<file path="src/rtl/cordic_arbiter.sv">
// ============================================================================
// Module  : cordic_arbiter
// Brief   : Round-robin, packet-atomic scheduler sharing one CORDIC pipeline
//           between C_NUM_REQ I/Q requesters, with a latency-matched ID line.
// Revision: 1.0 - initial release
// ============================================================================
`default_nettype none

module cordic_arbiter #(
  parameter int C_NUM_REQ        = 4,
  parameter int C_TDATA_WIDTH    = 64,
  parameter int C_CORDIC_LATENCY = 17
) (
  input  logic                                    s00_axis_aclk,
  input  logic                                    s00_axis_areset,
  input  logic [C_NUM_REQ-1:0]                    s_axis_tvalid,
  input  logic [C_NUM_REQ-1:0]                    s_axis_tlast,
  input  logic [C_NUM_REQ*C_TDATA_WIDTH-1:0]      s_axis_tdata,
  output logic [C_NUM_REQ-1:0]                    s_axis_tready,
  output logic                                    cordic_s_tvalid,
  output logic                                    cordic_s_tlast,
  output logic [C_TDATA_WIDTH-1:0]                cordic_s_tdata,
  output logic                                    cordic_advance,
  input  logic                                    cordic_m_tvalid,
  input  logic                                    cordic_m_tlast,
  input  logic [C_TDATA_WIDTH-1:0]                cordic_m_tdata,
  output logic [C_NUM_REQ-1:0]                    m_axis_tvalid,
  output logic [C_NUM_REQ-1:0]                    m_axis_tlast,
  output logic [C_TDATA_WIDTH-1:0]                m_axis_tdata,
  input  logic [C_NUM_REQ-1:0]                    m_axis_tready,
  output logic [$clog2(C_CORDIC_LATENCY+1)-1:0]   in_flight,
  output logic                                    tag_err
);

  localparam int C_ID_W  = (C_NUM_REQ > 1) ? $clog2(C_NUM_REQ) : 1;
  localparam int C_CNT_W = $clog2(C_CORDIC_LATENCY + 1);
  localparam int C_L     = C_CORDIC_LATENCY;

  typedef enum logic [1:0] {
    S_FLUSH  = 2'd0,
    S_IDLE   = 2'd1,
    S_LOCKED = 2'd2
  } state_t;

  state_t               r_state;
  logic [C_CNT_W-1:0]   r_flush_cnt;
  logic [C_ID_W-1:0]    r_rr_ptr;
  logic [C_ID_W-1:0]    r_lock_id;
  logic [C_L-1:0]       r_tag_v;
  logic [C_ID_W-1:0]    r_tag_id [C_L];
  logic [C_CNT_W-1:0]   r_in_flight;
  logic                 r_tag_err;

  logic                 w_flush;
  logic                 w_tail_v;
  logic [C_ID_W-1:0]    w_tail_id;
  logic                 w_advance;
  logic [C_ID_W-1:0]    w_grant;
  logic                 w_grant_en;
  logic [C_ID_W:0]      w_sum;
  logic                 w_accept;
  logic                 w_drain;
  logic [C_ID_W-1:0]    w_next_ptr;

  assign w_flush   = (r_state == S_FLUSH);
  assign w_tail_v  = r_tag_v[C_L-1];
  assign w_tail_id = r_tag_id[C_L-1];
  assign w_advance = w_flush || !w_tail_v || m_axis_tready[w_tail_id];

  // Scan from the far end so the requester nearest rr_ptr overwrites the rest.
  always_comb begin
    w_grant    = r_rr_ptr;
    w_grant_en = 1'b0;
    w_sum      = '0;
    if (r_state == S_LOCKED) begin
      w_grant    = r_lock_id;
      w_grant_en = 1'b1;
    end else if (r_state == S_IDLE) begin
      for (int i = C_NUM_REQ - 1; i >= 0; i--) begin
        w_sum = {1'b0, r_rr_ptr} + (C_ID_W+1)'(i);
        if (w_sum >= (C_ID_W+1)'(C_NUM_REQ))
          w_sum = w_sum - (C_ID_W+1)'(C_NUM_REQ);
        if (s_axis_tvalid[w_sum[C_ID_W-1:0]]) begin
          w_grant    = w_sum[C_ID_W-1:0];
          w_grant_en = 1'b1;
        end
      end
    end
  end

  assign w_accept   = w_grant_en && w_advance && s_axis_tvalid[w_grant];
  assign w_drain    = w_tail_v && w_advance && !w_flush;
  assign w_next_ptr = (w_grant == C_ID_W'(C_NUM_REQ - 1)) ? '0 : w_grant + C_ID_W'(1);

  always_comb begin
    s_axis_tready = '0;
    m_axis_tvalid = '0;
    if (w_grant_en && w_advance)
      s_axis_tready[w_grant] = 1'b1;
    if (w_tail_v && !w_flush)
      m_axis_tvalid[w_tail_id] = 1'b1;
  end

  assign m_axis_tlast    = cordic_m_tlast ? m_axis_tvalid : '0;
  assign m_axis_tdata    = cordic_m_tdata;
  assign cordic_s_tvalid = w_accept;
  assign cordic_s_tlast  = s_axis_tlast[w_grant];
  assign cordic_s_tdata  = s_axis_tdata[w_grant*C_TDATA_WIDTH +: C_TDATA_WIDTH];
  assign cordic_advance  = w_advance;
  assign in_flight       = r_in_flight;
  assign tag_err         = r_tag_err;

  // IDs carry no meaning without their valid bit, so they need no reset.
  always_ff @(posedge s00_axis_aclk) begin
    if (w_advance) begin
      r_tag_id[0] <= w_grant;
      for (int i = 1; i < C_L; i++)
        r_tag_id[i] <= r_tag_id[i-1];
    end
  end

  always_ff @(posedge s00_axis_aclk) begin
    if (s00_axis_areset) begin
      r_state     <= S_FLUSH;
      r_flush_cnt <= '0;
      r_rr_ptr    <= '0;
      r_lock_id   <= '0;
      r_tag_v     <= '0;
      r_in_flight <= '0;
      r_tag_err   <= 1'b0;
    end else begin
      if (w_advance)
        r_tag_v <= {r_tag_v[C_L-2:0], w_accept};

      if (w_accept && !w_drain)
        r_in_flight <= r_in_flight + C_CNT_W'(1);
      else if (!w_accept && w_drain)
        r_in_flight <= r_in_flight - C_CNT_W'(1);

      if (!w_flush && (cordic_m_tvalid != w_tail_v))
        r_tag_err <= 1'b1;

      case (r_state)
        S_FLUSH: begin
          if (r_flush_cnt == C_CNT_W'(C_L - 1)) begin
            r_state     <= S_IDLE;
            r_flush_cnt <= '0;
          end else begin
            r_flush_cnt <= r_flush_cnt + C_CNT_W'(1);
          end
        end
        S_IDLE: begin
          if (w_accept) begin
            if (s_axis_tlast[w_grant]) begin
              r_rr_ptr <= w_next_ptr;
            end else begin
              r_state   <= S_LOCKED;
              r_lock_id <= w_grant;
            end
          end
        end
        S_LOCKED: begin
          if (w_accept && s_axis_tlast[w_grant]) begin
            r_state  <= S_IDLE;
            r_rr_ptr <= w_next_ptr;
          end
        end
        default: r_state <= S_FLUSH;
      endcase
    end
  end

endmodule

`default_nettype wire

</file>
<file path="config.mk">
export PLATFORM = sky130hd
export DESIGN_NAME = cordic_arbiter
export DESIGN_NICKNAME = d
export VERILOG_FILES = /design/src/rtl/cordic_arbiter.sv
export SDC_FILE = /design/constraint.sdc
export NUM_CORES = 1
export LEC_CHECK = 0
export ABC_AREA = 1
export CORE_AREA = 2 2 186 188
export DETAILED_ROUTE_END_ITERATION = 16
export DIE_AREA = 0 0 188 190
export GPL_ROUTABILITY_DRIVEN = 0
export SLEW_MARGIN = 20
export SYNTH_ARGS = -nofsm -noshare
export SYNTH_HDL_FRONTEND = slang
export SYNTH_SLANG_ARGS = --single-unit
</file>
<file path="constraint.sdc">
create_clock -name s00_axis_aclk -period 8.3 [get_ports s00_axis_aclk]
set_clock_uncertainty 0.2 [all_clocks]
set_input_delay 1.66 -clock s00_axis_aclk [delete_from_list [all_inputs] [get_ports s00_axis_aclk]]
set_output_delay 1.66 -clock s00_axis_aclk [all_outputs]
set_load 0.005 [all_outputs]
</file>
# Yosys cells after proc, flatten, opt, wreduce, memory -nomap -nowiden
# Memory sizes are Yosys's and may differ from the RTL's.
# Index checks and enable logic that the tools add are counted.
[word_totals] output_inout_bits=149 regBits=34 inputBits=336 ramBits=34 n_memories=1
[mem_list] name="r_tag_id" depth=17 width=2 read_ports=17 rd_ports_with_merged_regs=0 wr=17 line_no="50" text="logic [C_ID_W-1:0] r_tag_id [C_L];"
[classes] n_mux=60 add_sub_neg=11 shifts=1 n_lt_le_gt_ge=12 n_eq_ne=10 n_bitwise=1 n_reduce_logical=23
[ops] operator="$shiftx 256x9->64" n=1
[ops] operator="$mux 2" n=26
[ops] operator="$lt 2x3->1 const B" n=6
[ops] operator="$mux 1" n=17
[ops] operator="$mux 5" n=3
[ops] operator="$bmux 1 s2" n=7
[ops] operator="$mux 4" n=3
[ops] operator="$logic_and 1x1->1" n=11
[ops] operator="$add 5x1->5 const B" n=2
[ops] operator="$ge 3x3->1 const B" n=3
[ops] operator="$reduce_and 4->1" n=2
[ops] operator="$sub 2x1->2 const B" n=4
[ops] operator="$add 2x2->3 const B" n=2
[ops] operator="$ne 2x2->1 const B" n=3
[ops] operator="$pmux 2 s3" n=1
[ops] operator="$eq 5x5->1 const B" n=1
[ops] operator="$sub 5x1->5 const B" n=1
[ops] operator="$demux 1 s2" n=2
[ops] operator="$eq 2x2->1 const B" n=2
[ops] operator="$ge 2x1->1 const B" n=2
[ops] operator="$logic_not 1->1" n=4
[ops] operator="$ne 2x1->1 const B" n=2
[ops] operator="$pmux 2 s2" n=1
[ops] operator="$reduce_bool 2->1" n=2
[ops] operator="other kinds (9)" n=10

# Depth between registers and ports, before layout
# Gate-level depths: netlist of run 1.
[logic_depth] depth_word=20 depth_mapped=26

# Least setup slack after synthesis of run 1
# No wires, ideal clock.
[synth_timing] path_kind="input to output" start="in m_axis_tready[1]" end="out cordic_advance" path_stages=5 setup_slack_ns=3.156 required_time_ns=6.440 t_arrival_ns=3.284 cell_sequence="nand2_1 -> a21oi_1 -> nor2_1 -> nand2_1 -> clkbuf_1"
[synth_via] elab_chain_len=3
[synth_rtl] element="start: declaration" line_no="30" text="input logic [C_NUM_REQ-1:0] m_axis_tready,"
[synth_rtl] element="$bmux 1 s2" line_no="68" text="assign w_advance = w_flush || !w_tail_v || m_axis_tready[w_tail_id];"
[synth_rtl] element="$mux 1 (implied by the code)" line_no="68"
[synth_rtl] element="$logic_or 1x1->1" line_no="68"
[synth_rtl] element="end: declaration" line_no="23" text="output logic cordic_advance,"
# No other way between the ends. The select of a mux whose other input is x is not followed.

# Final worst setup path of run 1
[layout_timing] start="in s_axis_tvalid[3]" end="out cordic_s_tdata[28]"
[layout_via] elab_chain_len=9 word_cells_on_any_way=15 cone_classes="1 x shift; 14 x mux"
[layout_rtl] element="start: declaration" line_no="16" text="input logic [C_NUM_REQ-1:0] s_axis_tvalid,"
[layout_rtl] element="$bmux 1 s2" line_no="83" text="if (s_axis_tvalid[w_sum[C_ID_W-1:0]]) begin"
[layout_rtl] element="$mux 1 (implied by the code)" line_no="83"
[layout_rtl] element="$mux 2 (3 in a row)" line_no="83"
[layout_rtl] element="$mux 2 (*)" line_no="83"
[layout_rtl] element="$mux 2 (*)" line_no="78" text="end else if (r_state == S_IDLE) begin"
[layout_rtl] element="$mux 2 (*)" line_no="75" text="if (r_state == S_LOCKED) begin"
[layout_rtl] element="$shiftx 256x9->64 (*)" line_no="108" text="assign cordic_s_tdata = s_axis_tdata[w_grant*C_TDATA_WIDTH +: C_TDATA_WIDTH];"
[layout_rtl] element="end: declaration" line_no="22" text="output logic [C_TDATA_WIDTH-1:0] cordic_s_tdata,"
# Every way passes the cells marked *; elsewhere a longest branch is shown, timed or not. The select of a mux whose other input is x is not followed.

==> results of run 1 <==
## registers in the layout (all words and copies together) (netlist names)
signal	flops
in_flight	5
r_flush_cnt	5
r_rr_ptr	2
r_tag_id	34
tag_err	1
r_lock_id	2
r_tag_v	17
r_state	2
## layout by cell type, fill, tap and decap left out, types with 2 or more instances in the layout
cell	synthesis	layout
inv_4	1	2
o22ai_1	64	64
nor4_1	4	4
nand2_2	11	12
xor2_1	5	5
buf_12	0	2
nand2_4	2	2
buf_4	65	7
a31oi_1	2	2
inv_2	5	4
bufinv_16	0	2
a21oi_1	28	28
clkinv_4	0	2
xnor2_1	2	2
o21ai_1	2	2
ha_1	10	10
nor2_1	154	154
nand3_1	15	15
diode_2	0	2
dfxtp_1	34	34
nand4_1	2	2
clkdlybuf4s50_1	0	356
nand2_1	82	81
nor3_1	5	5
nor2_4	2	2
edfxtp_1	34	34
a21o_1	2	2
clkbuf_16	0	9
o21ai_0	135	135
inv_1	32	32
## routing by layer
layer	global-route usage (%)	up-vias	wire [um]
met3	6.07	44	2610
met5	1.10	-	69
li1	-	3053	-
met2	22.5	334	12200
met1	18.3	2952	11500
met4	3.97	4	590
## cell type report
class                           count  area share (%)
Tap cell                          455            6.24
Inverter                           39            1.66
Sequential cell                    68            18.7
Multi-Input combinational cell    540            29.7
Clock inverter                      7            1.08
Clock buffer                        9            2.47
Timing Repair Buffer              365            40.1
Antenna cell                        2          0.0549
## final timing paths
| kind | start | end | cells past startpoint |
|---|---|---|---|
| worst max register to register | r_rr_ptr[0] | in_flight[4] | 23 |
| worst min-delay path | r_tag_id[0][14] | r_tag_id[0][16] | 0 |
| worst max-delay path | s_axis_tvalid[3] | cordic_s_tdata[28] | 17 |
| worst min register to register | r_tag_id[0][14] | r_tag_id[0][16] | 0 |
## power groups by stage
stage	logic [mW]	clock network [mW]	registers, mW
2_1_floorplan	0.0639	0	0.358
3_5_place_dp	0.212	0	0.359
5_1_grt	0.229	0.434	0.352
3_3_place_gp	0.213	0	0.359
4_1_cts	0.215	0.417	0.351
6_report	0.215	0.408	0.351
## through the flow
step	cell area (um2)	cells	util, %	hold slack [ps]	total power [mW]
finish	9120	1485	26.9	218	0.974
floorplan	5250	761	-	200	0.422
global route	9120	1485	26.9	229	1.01
detailed placement	8790	1467	25.9	206	0.571
global placement	8790	1467	25.9	205	0.571
CTS	9110	1483	26.8	218	0.984
## logic make-up (layout without fill, tap and decap cells)
family                     count (synthesis)  in the layout  synth area share [%]
and+or+nand+nor                          283            283                  22.5
AOI/OAI and AO/OA                        239            239                  24.8
buffers and inverters                    153            420                  16.3
DFF                                       68             68                  32.4
adders and majority gates                 11             11                  2.77
xor gates and xnor gates                   7              7                  1.17
other                                      0              2                     0
==> results.py, run 1 <==
metrics = {
    "logic_synthesis": {
        "ys_async_sr_fraction_pct": 0,
        "synth_area_per_cell_um2": 6.89,
        "netlist.area_leader.share_pct": 19.5,
        "ys.flop_type": "edfxtp_1",
        "syn_nets": 1108,
        "synth-edff-count": 34,
        "synthCells": 761,
        "ys_ff_latch": 68,
        "yosys.area.top_type": "edfxtp_1",
        "yosys_warnings": 0,
        "synth.yosys.seq_area_share_pct": 32.4,
        "synth_most_common_cell": "nor2_1",
        "synth_cell_types": 42,
        "syn-cell-area_um2": 5250,
        "synth_area_leaders": "edfxtp_1 19%, dfxtp_1 13%, o21ai_0 13%",
        "synth_commonest_cells": "154 x nor2_1, 135 x o21ai_0, 82 x nand2_1",
    },
    "clock_network": {
        "clockRootBuffer": "clkbuf_16",
        "path_clk_slew_ps": 60,
        "clock_latency_ps": 330,
        "cts_hold_buf": 0,
        "cts_buffers": 9,
        "cts_sinks": 68,
        "cts_tree": "yes",
        "clk_path_buf_depth": 2,
        "cts-resized-gates": 0,
        "h-tree-depth": 3,
        "post_cts_buffers": 0,
    },
    "timing": {
        "clock.fmax_ghz": 0.143,
        "rsz0062_at_grt": "false",
        "slew_violations": 0,
        "worst_slack_ps": 1300,
        "setup-tns-final_ps": 0,
        "layout_worst_path_cycle_share_pct": 84.3,
        "setup_viol": 0,
        "fin_crit_ps": 7000,
        "tightest_slew_ps": 951,
        "worst_slew_margin_rel_pct": 36.4,
        "final_hold_viol_count": 0,
    },
    "global_route": {
        "antenna_found_initial": 3,
        "grt_pass1_wl_mm": 39.4,
        "grt_usage_pct": 14.5,
        "grt_pass1_vias": 6277,
        "overflow": 0,
        "grt_max_degree": 92,
    },
    "floorplanning": {
        "fp.dieH_um": 190,
        "dieArea_um2": 35700,
        "top_level_ports": 485,
        "start_util_pct": 15.5,
        "core_area_um2": 33900,
        "die_x_um": 188,
        "rows": 68,
    },
    "setup_path": {
        "endpoint_kind": "output pin",
        "cp-start-kind": "input pin",
        "critPathKind": "input pin to output pin",
        "arrival_ps": 5140,
        "worstPathCellList": "clkdlybuf4s50_1 -> inv_1 -> nand2_1 -> and2_4 -> nand2_2 -> nand2_2 -> nor2_4 -> nand2_1 -> nand2_1 -> nand2_2 -> nand2_4 -> nand2_4 -> inv_4 -> buf_4 -> o21ai_0 -> o22ai_1 -> clkdlybuf4s50_1",
        "worst-r2r-setup-slack_ps": 4040,
        "cp_slowest_cell": "inv_4",
        "critPathRequiredTime_ps": 6440,
        "cp_num_buf_inv": 5,
        "slowest_delay_ps": 580,
        "cp_top_family": "buffers and inverters",
        "cp_max_fo": 60,
    },
    "power": {
        "p_leak_nw": 3.33,
        "p_per_area_nw_per_um2": 107,
        "p_int_mw": 0.769,
        "pwr-share-comb_pct": 22.0,
        "p_sw_share_pct": 21.0,
        "ir_worst_vdd_mv": 0.103,
        "clkPwrFrac_pct": 41.9,
        "seqPwrFrac_pct": 36.1,
        "p_sw_mw": 0.205,
    },
    "detailed_routing": {
        "dr.pass1.iters": 5,
        "dr.first_iter.drc_count": 381,
        "avgViaCountPerCell": 4.30,
        "wl_mm": 27.0,
        "wire_per_inst_um": 18.2,
        "drc": 0,
        "via_count": 6387,
        "ant_nets": 0,
    },
    "finish": {
        "multiInputGateArea_um2": 2710,
        "drive_above_1_share_pct": 5.16,
        "areaGrowthSynthToFinish_pct": 73.8,
        "fillers": 3634,
        "regArea_um2": 1700,
        "num-nets-final": 1370,
    },
    "worst_hold_path": {
        "min-delay-path-class": "flip-flop to flip-flop",
    },
    "status": {
        "status": "complete, no violations",
    },
    "place": {
        "pre_cts_ws_ps": 1290,
        "port_buffers": 356,
        "dp_hpwl_mm": 21.4,
    },
    "run": {
        "maxCapViolCount": 0,
    },
}
Note: power is estimated with default switching activity, not from simulation.
==> inputs of run 2 (changes only) <==
clock period = 7.1 ns   (was 8.3 ns; I/O delays follow)
==> run 2 against run 1 <==
Compared with the run above:
- utilization is 0.074 points higher
- routed wire length is 0.75% lower
- register-to-register slack worse by 1200 ps
- cell count is 0.27% higher
- via count is 0.52% lower
- worst setup slack worse by 330 ps
- critical path type unchanged
==> results.py, run 2 (synthesis gave the netlist of run 1 again) <==
metrics = {
    "power": {
        "p_leak_nw": 3.35,
        "ir_worst_vdd_mv": 0.131,
        "p_per_area_nw_per_um2": 119,
    },
    "timing": {
        "fin_crit_ps": 6130,
        "setup-tns-final_ps": 0,
        "clock.fmax_ghz": 0.163,
        "layout_worst_path_cycle_share_pct": 86.3,
        "slew_violations": 0,
        "worst_slew_margin_rel_pct": 33.2,
        "worst_slack_ps": 973,
        "final_hold_viol_count": 0,
        "whs_ps": 214,
        "tightest_slew_ps": 999,
        "rsz0062_at_grt": "false",
        "setup_viol": 0,
    },
    "finish": {
        "layout_commonest_cell": "clkdlybuf4s50_1",
        "largest_register_ff_count": 34,
        "num-nets-final": 1376,
        "fin_cells": 1489,
        "layout_common_cells": "356 x clkdlybuf4s50_1, 154 x nor2_1, 135 x o21ai_0, 81 x nand2_1, 64 x o22ai_1",
        "top_register": "r_tag_id",
        "top_regs": "r_tag_id x34, r_tag_v x17",
        "antenna_cells": 0,
        "areaGrowthSynthToFinish_pct": 74.2,
        "fillers": 3665,
        "drive_above_1_share_pct": 5.42,
    },
    "detailed_routing": {
        "dr.first_iter.drc_count": 340,
        "drc": 0,
        "wl_mm": 26.8,
        "ant_nets": 0,
        "dr.pass1.iters": 5,
        "avgViaCountPerCell": 4.27,
        "wire_per_inst_um": 18.0,
        "via_count": 6354,
    },
    "clock_network": {
        "cts_hold_buf": 0,
        "cts-resized-gates": 0,
        "clockRootBuffer": "clkbuf_16",
        "cts_buffers": 9,
        "post_cts_buffers": 0,
        "clock_latency_ps": 320,
        "clk_path_buf_depth": 2,
        "cts_tree": "yes",
        "h-tree-depth": 3,
        "path_clk_slew_ps": 50,
        "cts_sinks": 68,
    },
    "global_route": {
        "grt_max_degree": 74,
        "grt_pass1_wl_mm": 38.8,
        "grt_usage_pct": 14.3,
        "overflow": 0,
        "antenna_found_initial": 0,
        "grt_pass1_vias": 6267,
    },
    "setup_path": {
        "critPathRequiredTime_ps": 5480,
        "arrival_ps": 4510,
        "endpoint_kind": "output pin",
        "cp_max_fo": 32,
        "cp-start-kind": "input pin",
        "critPathKind": "input pin to output pin",
    },
    "floorplanning": {
        "core_area_um2": 33900,
        "fp.dieH_um": 190,
        "rows": 68,
        "die_x_um": 188,
        "dieArea_um2": 35700,
        "top_level_ports": 485,
        "start_util_pct": 15.5,
    },
    "place": {
        "dp_hpwl_mm": 21.5,
        "pre_cts_ws_ps": 941,
        "dpl.cell_count": 1473,
        "port_buffers": 356,
    },
    "run": {
        "maxCapViolCount": 0,
    },
    "status": {
        "status": "complete, no violations",
    },
    "worst_hold_path": {
        "min-delay-path-class": "flip-flop to flip-flop",
    },
}
[run 2: final cells by class]
type / instances / area, um2 / area share [%]
Timing Repair Buffer: 371 / 3730 / 40.8
Tap cell: 455 / 569 / 6.23
Sequential cell: 68 / 1700 / 18.6
Clock inverter: 6 / 55.1 / 0.602
Multi-Input combinational cell: 540 / 2710 / 29.6
Inverter: 39 / 151 / 1.66
Clock buffer: 10 / 229 / 2.50
[run 2: stage by stage]
step                      util, %  power (mW)  cell area [um2]
after floorplan                 -       0.494             5250
after global placement       26.1       0.671             8860
after detailed placement     26.1       0.670             8860
after CTS                    26.9        1.10             9140
after global routing         26.9        1.13             9140
final                        26.9        1.08             9140
[run 2: worst max-delay path: stages]
cell,delay (ps)
clkdlybuf4s50_1,500
nand2_1,70
nand2_2,120
nand2_2,60
nand2_1,100
inv_2,50
nand2_1,60
o21ai_1,70
nand2_1,120
nand2_1,100
o21ai_4,330
buf_4,410
nand3_1,120
nand2_1,110
nand2_2,100
inv_1,190
clkdlybuf4s50_1,540
[run 2: worst paths after layout]
| check | start | end | slack (ps) | depth (start not counted) |
|---|---|---|---|---|
| setup / recovery | s_axis_tvalid[0] | cordic_s_tvalid | 970 | 17 |
| hold / removal | r_tag_id[0][20] | r_tag_id[0][22] | 210 | 0 |
| setup reg to reg | r_rr_ptr[0] | in_flight[4] | 2830 | 23 |
| hold reg to reg | r_tag_id[0][20] | r_tag_id[0][22] | 210 | 0 |
[run 2: where the power goes]
group	total, mW	internal, mW	switching, mW
logic	0.254	0.180	0.0732
clock network	0.420	0.268	0.152
registers	0.411	0.410	0.00123
[run 2: layer usage]
layer | wire [um] | global-route usage (%) | up-vias | part of all wire, %
met5 | 59 | 1.10 | - | 0.22
met4 | 452 | 2.76 | 2 | 1.7
met2 | 12300 | 22.9 | 340 | 46
met3 | 2540 | 5.66 | 30 | 9.5
li1 | - | - | 3066 | -
met1 | 11500 | 18.0 | 2916 | 43
==> inputs of run 3 (changes only) <==
CTS_CLUSTER_SIZE = 10   (was unset)
TNS_END_PERCENT = 1   (was unset)
==> results of run 3 <==
Same layout as run 2: the final DEF is identical, and so are final timing and power.
==> edit 1 (settings of run 3) <==
Set the parameter `C_CORDIC_LATENCY` to 34 (it was 17).
--- a/src/rtl/cordic_arbiter.sv
+++ b/src/rtl/cordic_arbiter.sv
@@ -10,5 +10,5 @@
   parameter int C_NUM_REQ        = 4,
   parameter int C_TDATA_WIDTH    = 64,
-  parameter int C_CORDIC_LATENCY = 17
+  parameter int C_CORDIC_LATENCY = 34
 ) (
   input  logic                                    s00_axis_aclk,
Ports: changed (resized in_flight); port bits go from 485 to 486. The function was not compared with the original's and may differ.
==> edit 1 against run 3 <==
Count of clock-buffer cells in the layout increased by 7. Worst setup slack lost 0.23 ns. Sequential share of layout area rose by 9.3 points. Die area is the same. Register-to-register slack lost 0.52 ns. Sequential cell count grew 53. Final area rose by 22%. Clock power is 100% higher. Power rose by 71%. Critical path depth down 2. Wire length increased by 22%. Via count is 18% higher. Combinational power is 6% higher. Synthesized area increased by 33%. Critical endpoint is now cordic_s_tdata[2]. Largest cell class unchanged. Largest power group unchanged.
==> edit 1: results (changes against run 3) <==
Outcome
  • Outcome: finished clean

Cells and area
  • Multi-input combinational area share: 26.80% (-2.8 points)
  • # diodes: 2 (+2)
  • Clock buffer count in the final layout: 17 (+7)
  • Seq area share: 27.92% (+9.3 points)
  • Clock Network Area Fraction: 5.325% (+2.2 points)
  • FF+latch count: 121 (+78%)
  • Share of cells above drive strength 1: 5.902% (+0.49 points)
  • NonClk Buf Share: 33.27% (-7.5 points)
  • Final net count: 1504 (+9.3%)
  • Comb_multi_in: 604 (+12%)
  • Fill count: 3543 (-3.3%)
  • Buffers, non-clock: 368 (-0.81%)
  • Inverters: 44 (+13%)
  • Top flop regs: r_tag_id (68), r_tag_v (34)

GRT
  • Initial antenna violation count: 7 (+7)
  • First-pass GRT wire length: 46.32 mm (+19%)
  • Vias in the first global route: 7055 (+13%)
  • GRT Total Usage: 17.52% (+3.2 points)
  • Pin count of the biggest net entering global routing: 101 (+36%)

Clock network
  • # H-tree levels: 4 (+1)
  • Worst skew pair latency: 0.41 ns (+0.09 ns)

Setup path
  • Critical Path AT: 4.74 ns (+0.23 ns)
  • Crit Path Max Fanout: 75 (+130%)
  • Slowest cell delay on critical path: 0.62 ns (+0.08 ns)

Yosys
  • Synth Area in Adders: 2.260% (-0.51 points)
  • Sequential fraction of the synthesis area: 44.48% (+12 points)
  • Commonest cells in the netlist: nor2_1, nand2_1, o21ai_0, edfxtp_1, buf_4
  • Largest cells by area after synthesis: edfxtp_1, dfxtp_1, nor2_1
  • Syn nets: 1236 (+12%)
  • Synth Area in Compound Gates: 20.00% (-4.8 points)
  • Post-synth EDFFs: 68 (+100%)
  • Xor and xnor area share after synthesis: 0.8788% (-0.29 points)
  • Yosys cell types: 40 (-4.8%)

Pwr
  • Comb power frac: 14.4% (-9.0 points)
  • Seq pwr share: 39.6% (+1.7 points)
  • Pwr per Cell Area: 167.2 nW/um^2 (+41%)
  • Worst IR drop on VDD: 0.1369 mV (+4.5%)
  • Pint: 1.438 mW (+68%)
  • Lkg Pwr: 4.123 nW (+23%)

Placed design
  • Port Buf Inserts: 357 (+0.28%)

Timing
  • Actual slew at the worst max-slew pin: 0.8757 ns (-0.1231 ns)

Drt
  • First DRT Iteration DRCs: 573 (+69%)
  • Via count: 7475 (+18%)
  • Final WL: 32.64 mm (+22%)
  • Antenna-violating nets left: 0 (unchanged)
-- edit 1: metrics by stage --
step	cells	cell area [sq um]	setup WS, ns
floorplan	888	6977	1.545
global placement	1592	10510	0.7507
detailed placement	1592	10510	0.8094
CTS	1624	11100	0.7840
global route	1624	11110	0.5403
finish	1626	11110	0.7448
-- edit 1: layer usage --
layer / vias to the layer above / global-route usage, % / part of all wire [%]
li1: 3524 / - / -
met1: 3533 / 22.97 / 44
met5: - / 0 / 0.16
met3: 46 / 9.463 / 13
met2: 364 / 25.35 / 42
met4: 8 / 3.422 / 1.4
-- edit 1: final timing paths --
kind                                  startpoint                end  slack, ns  cells after the start
worst max-delay path            s_axis_tvalid[3]  cordic_s_tdata[2]       0.74                     15
worst min-delay path             r_tag_id[23][0]    r_tag_id[24][0]       0.21                      0
worst max register to register       r_rr_ptr[0]       in_flight[5]       2.31                     30
worst min register to register   r_tag_id[23][0]    r_tag_id[24][0]       0.21                      0
==> edit 2 (flow settings as in run 3) <==
Without the edit above. The 3 states of `state_t` get a one-hot encoding in 3 bits.
--- a/src/rtl/cordic_arbiter.sv
+++ b/src/rtl/cordic_arbiter.sv
@@ -37,8 +37,8 @@
   localparam int C_L     = C_CORDIC_LATENCY;
 
-  typedef enum logic [1:0] {
-    S_FLUSH  = 2'd0,
-    S_IDLE   = 2'd1,
-    S_LOCKED = 2'd2
+  typedef enum logic [2:0] {
+    S_FLUSH  = 3'b001,
+    S_IDLE   = 3'b010,
+    S_LOCKED = 3'b100
   } state_t;
 
Check against the original RTL: same outputs for any inputs over 4 cycles, from zero or initial values and one cycle with s00_axis_areset high; so few cycles prove little.
==> edit 2 against run 3 <==
Register-to-register slack improved by 0.12 ns. Fmax up 1.6%. Largest power group unchanged. Synthesized cell count increased by 1.3%. Final area up 1.1%. Synthesized area rose by 3.0%. Count of clock-buffer cells in the layout did not move. Worst setup slack improved by 0.097 ns. Wire length up 2.1%. Largest cell class unchanged. Critical endpoint is now cordic_s_tdata[54]. Power increased by 5.2%. Sequential cell count up 1.
==> edit 2: results (changes against run 3) <==
Clock network
  • CTS Buf Count: 9 (unchanged)
  • Postcts setup bufs: 0 (unchanged)
  • # H-tree levels: 3 (unchanged)

Timing
  • Setup TNS: 0 ns (unchanged)
  • Max_slew headroom: 40.83% (+7.6 points)

Yosys
  • Yosys cell types: 41 (-2.4%)
  • Xor and xnor area share after synthesis: 0.8104% (-0.36 points)
  • Largest cells by area after synthesis: edfxtp_1, o21ai_0, dfxtp_1
  • Sequential fraction of the synthesis area: 31.86% (-0.58 points)
  • Synth Area in Compound Gates: 24.01% (-0.82 points)
  • Synth Area in Adders: 2.686% (-0.081 points)
  • Syn. warnings: 0 (unchanged)
  • Ys async rst share: 0% (unchanged)
  • Top FF cell, synth: dfxtp_1
  • Commonest cells in the netlist: nor2_1, o21ai_0, buf_4, o22ai_1, nand2_1
  • Syn nets: 1118 (+0.90%)

Drt
  • DRT met1 WL: 11.82 mm (+2.9%)
  • First DRT Iteration DRCs: 487 (+43%)
  • Final WL: 27.36 mm (+2.1%)
  • Via count: 6498 (+2.3%)
  • Met3 wire len: 2.868 mm (+13%)
  • First-pass DRT Iterations: 5 (unchanged)
  • Max layer used: met5
  • Met2 Wirelength: 12.43 mm (+1.5%)

GRT
  • First-pass GRT wire length: 40.03 mm (+3.1%)
  • Met1 Track Usage GR: 19.19% (+1.1 points)
  • Vias in the first global route: 6305 (+0.61%)
  • Pin count of the biggest net entering global routing: 136 (+84%)
  • GRT Total Usage: 14.61% (+0.33 points)
  • Met3 Track Usage GR: 5.903% (+0.24 points)
  • Initial antenna violation count: 3 (+3)
  • Met2 usage: 23.16% (+0.23 points)

Cells and area
  • Final net count: 1381 (+0.36%)
  • Share of cells above drive strength 1: 5.101% (-0.31 points)
  • Top flop regs: r_tag_id (34), r_tag_v (17)

Setup path
  • Slowest cell delay on critical path: 0.57 ns (+0.03 ns)
  • Critical Path AT: 4.41 ns (-0.10 ns)
  • Critical-path top delay cell: clkdlybuf4s50_1
  • Crit Path Max Fanout: 30 (-6.3%)

Pwr
  • Worst IR drop on VDD: 0.08206 mV (-37%)
  • Lkg Pwr: 3.374 nW (+0.72%)

Outcome
  • Outcome: finished clean

Placed design
  • Pre-CTS WS: 1.060 ns (+0.1194 ns)
  • HPWL Detailed: 21.65 mm (+0.81%)
-- edit 2: power breakdown --
group          switching (mW)  total [mW]  internal [mW]
combinational          0.0743       0.255          0.181
clock                   0.162       0.469          0.307
sequential            0.00123       0.417          0.415
-- edit 2: worst max-delay path: cells and delay by family --
| kind | cells | cell delay [ns] |
|---|---|---|
| AOI/OAI and AO/OA | 4 | 0.93 |
| buffers and inverters | 5 | 1.53 |
| and+or+nand+nor | 6 | 0.51 |
-- edit 2: final timing paths --
kind	start	to	slack [ns]	depth (start not counted)
worst max-delay path	s_axis_tvalid[1]	cordic_s_tdata[54]	1.07	15
worst min-delay path	r_tag_id[0][20]	r_tag_id[0][22]	0.21	0
worst max register to register	r_rr_ptr[0]	in_flight[4]	2.95	21
worst min register to register	r_tag_id[0][20]	r_tag_id[0][22]	0.21	0
-- edit 2: cell type report --
class | count | area, sq um
antenna | 2 | 5.005
clock buffer | 10 | 229.0
clock inverter | 6 | 87.58
fill | 3661 | 24700
inverter | 40 | 155.1
multi-input combinational | 549 | 2794
sequential | 69 | 1722
tap | 455 | 569.3
timing repair buffer | 365 | 3681
-- edit 2: logic make-up (layout without fill, tap and decap cells) --
logic type               Yosys count  count (layout)
adder cells (fa/ha/maj)           11              11
AO/OA/AOI/OAI                    239             239
flip-flops                        69              69
other                              0               2
XOR/XNOR                           5               5
buffers and inverters            153             421
AND/OR/NAND/NOR                  294             294
-- edit 2: through the flow --
stage / power [mW] / area, sq um / std cells / utilization (%)
after CTS: 1.157 / 9238 / 1494 / 27.21
after floorplan: 0.5006 / 5404 / 771 / -
after detailed placement: 0.6771 / 8921 / 1478 / 26.28
after global routing: 1.193 / 9238 / 1494 / 27.21
after global placement: 0.6788 / 8921 / 1478 / 26.28
final: 1.141 / 9243 / 1496 / 27.23
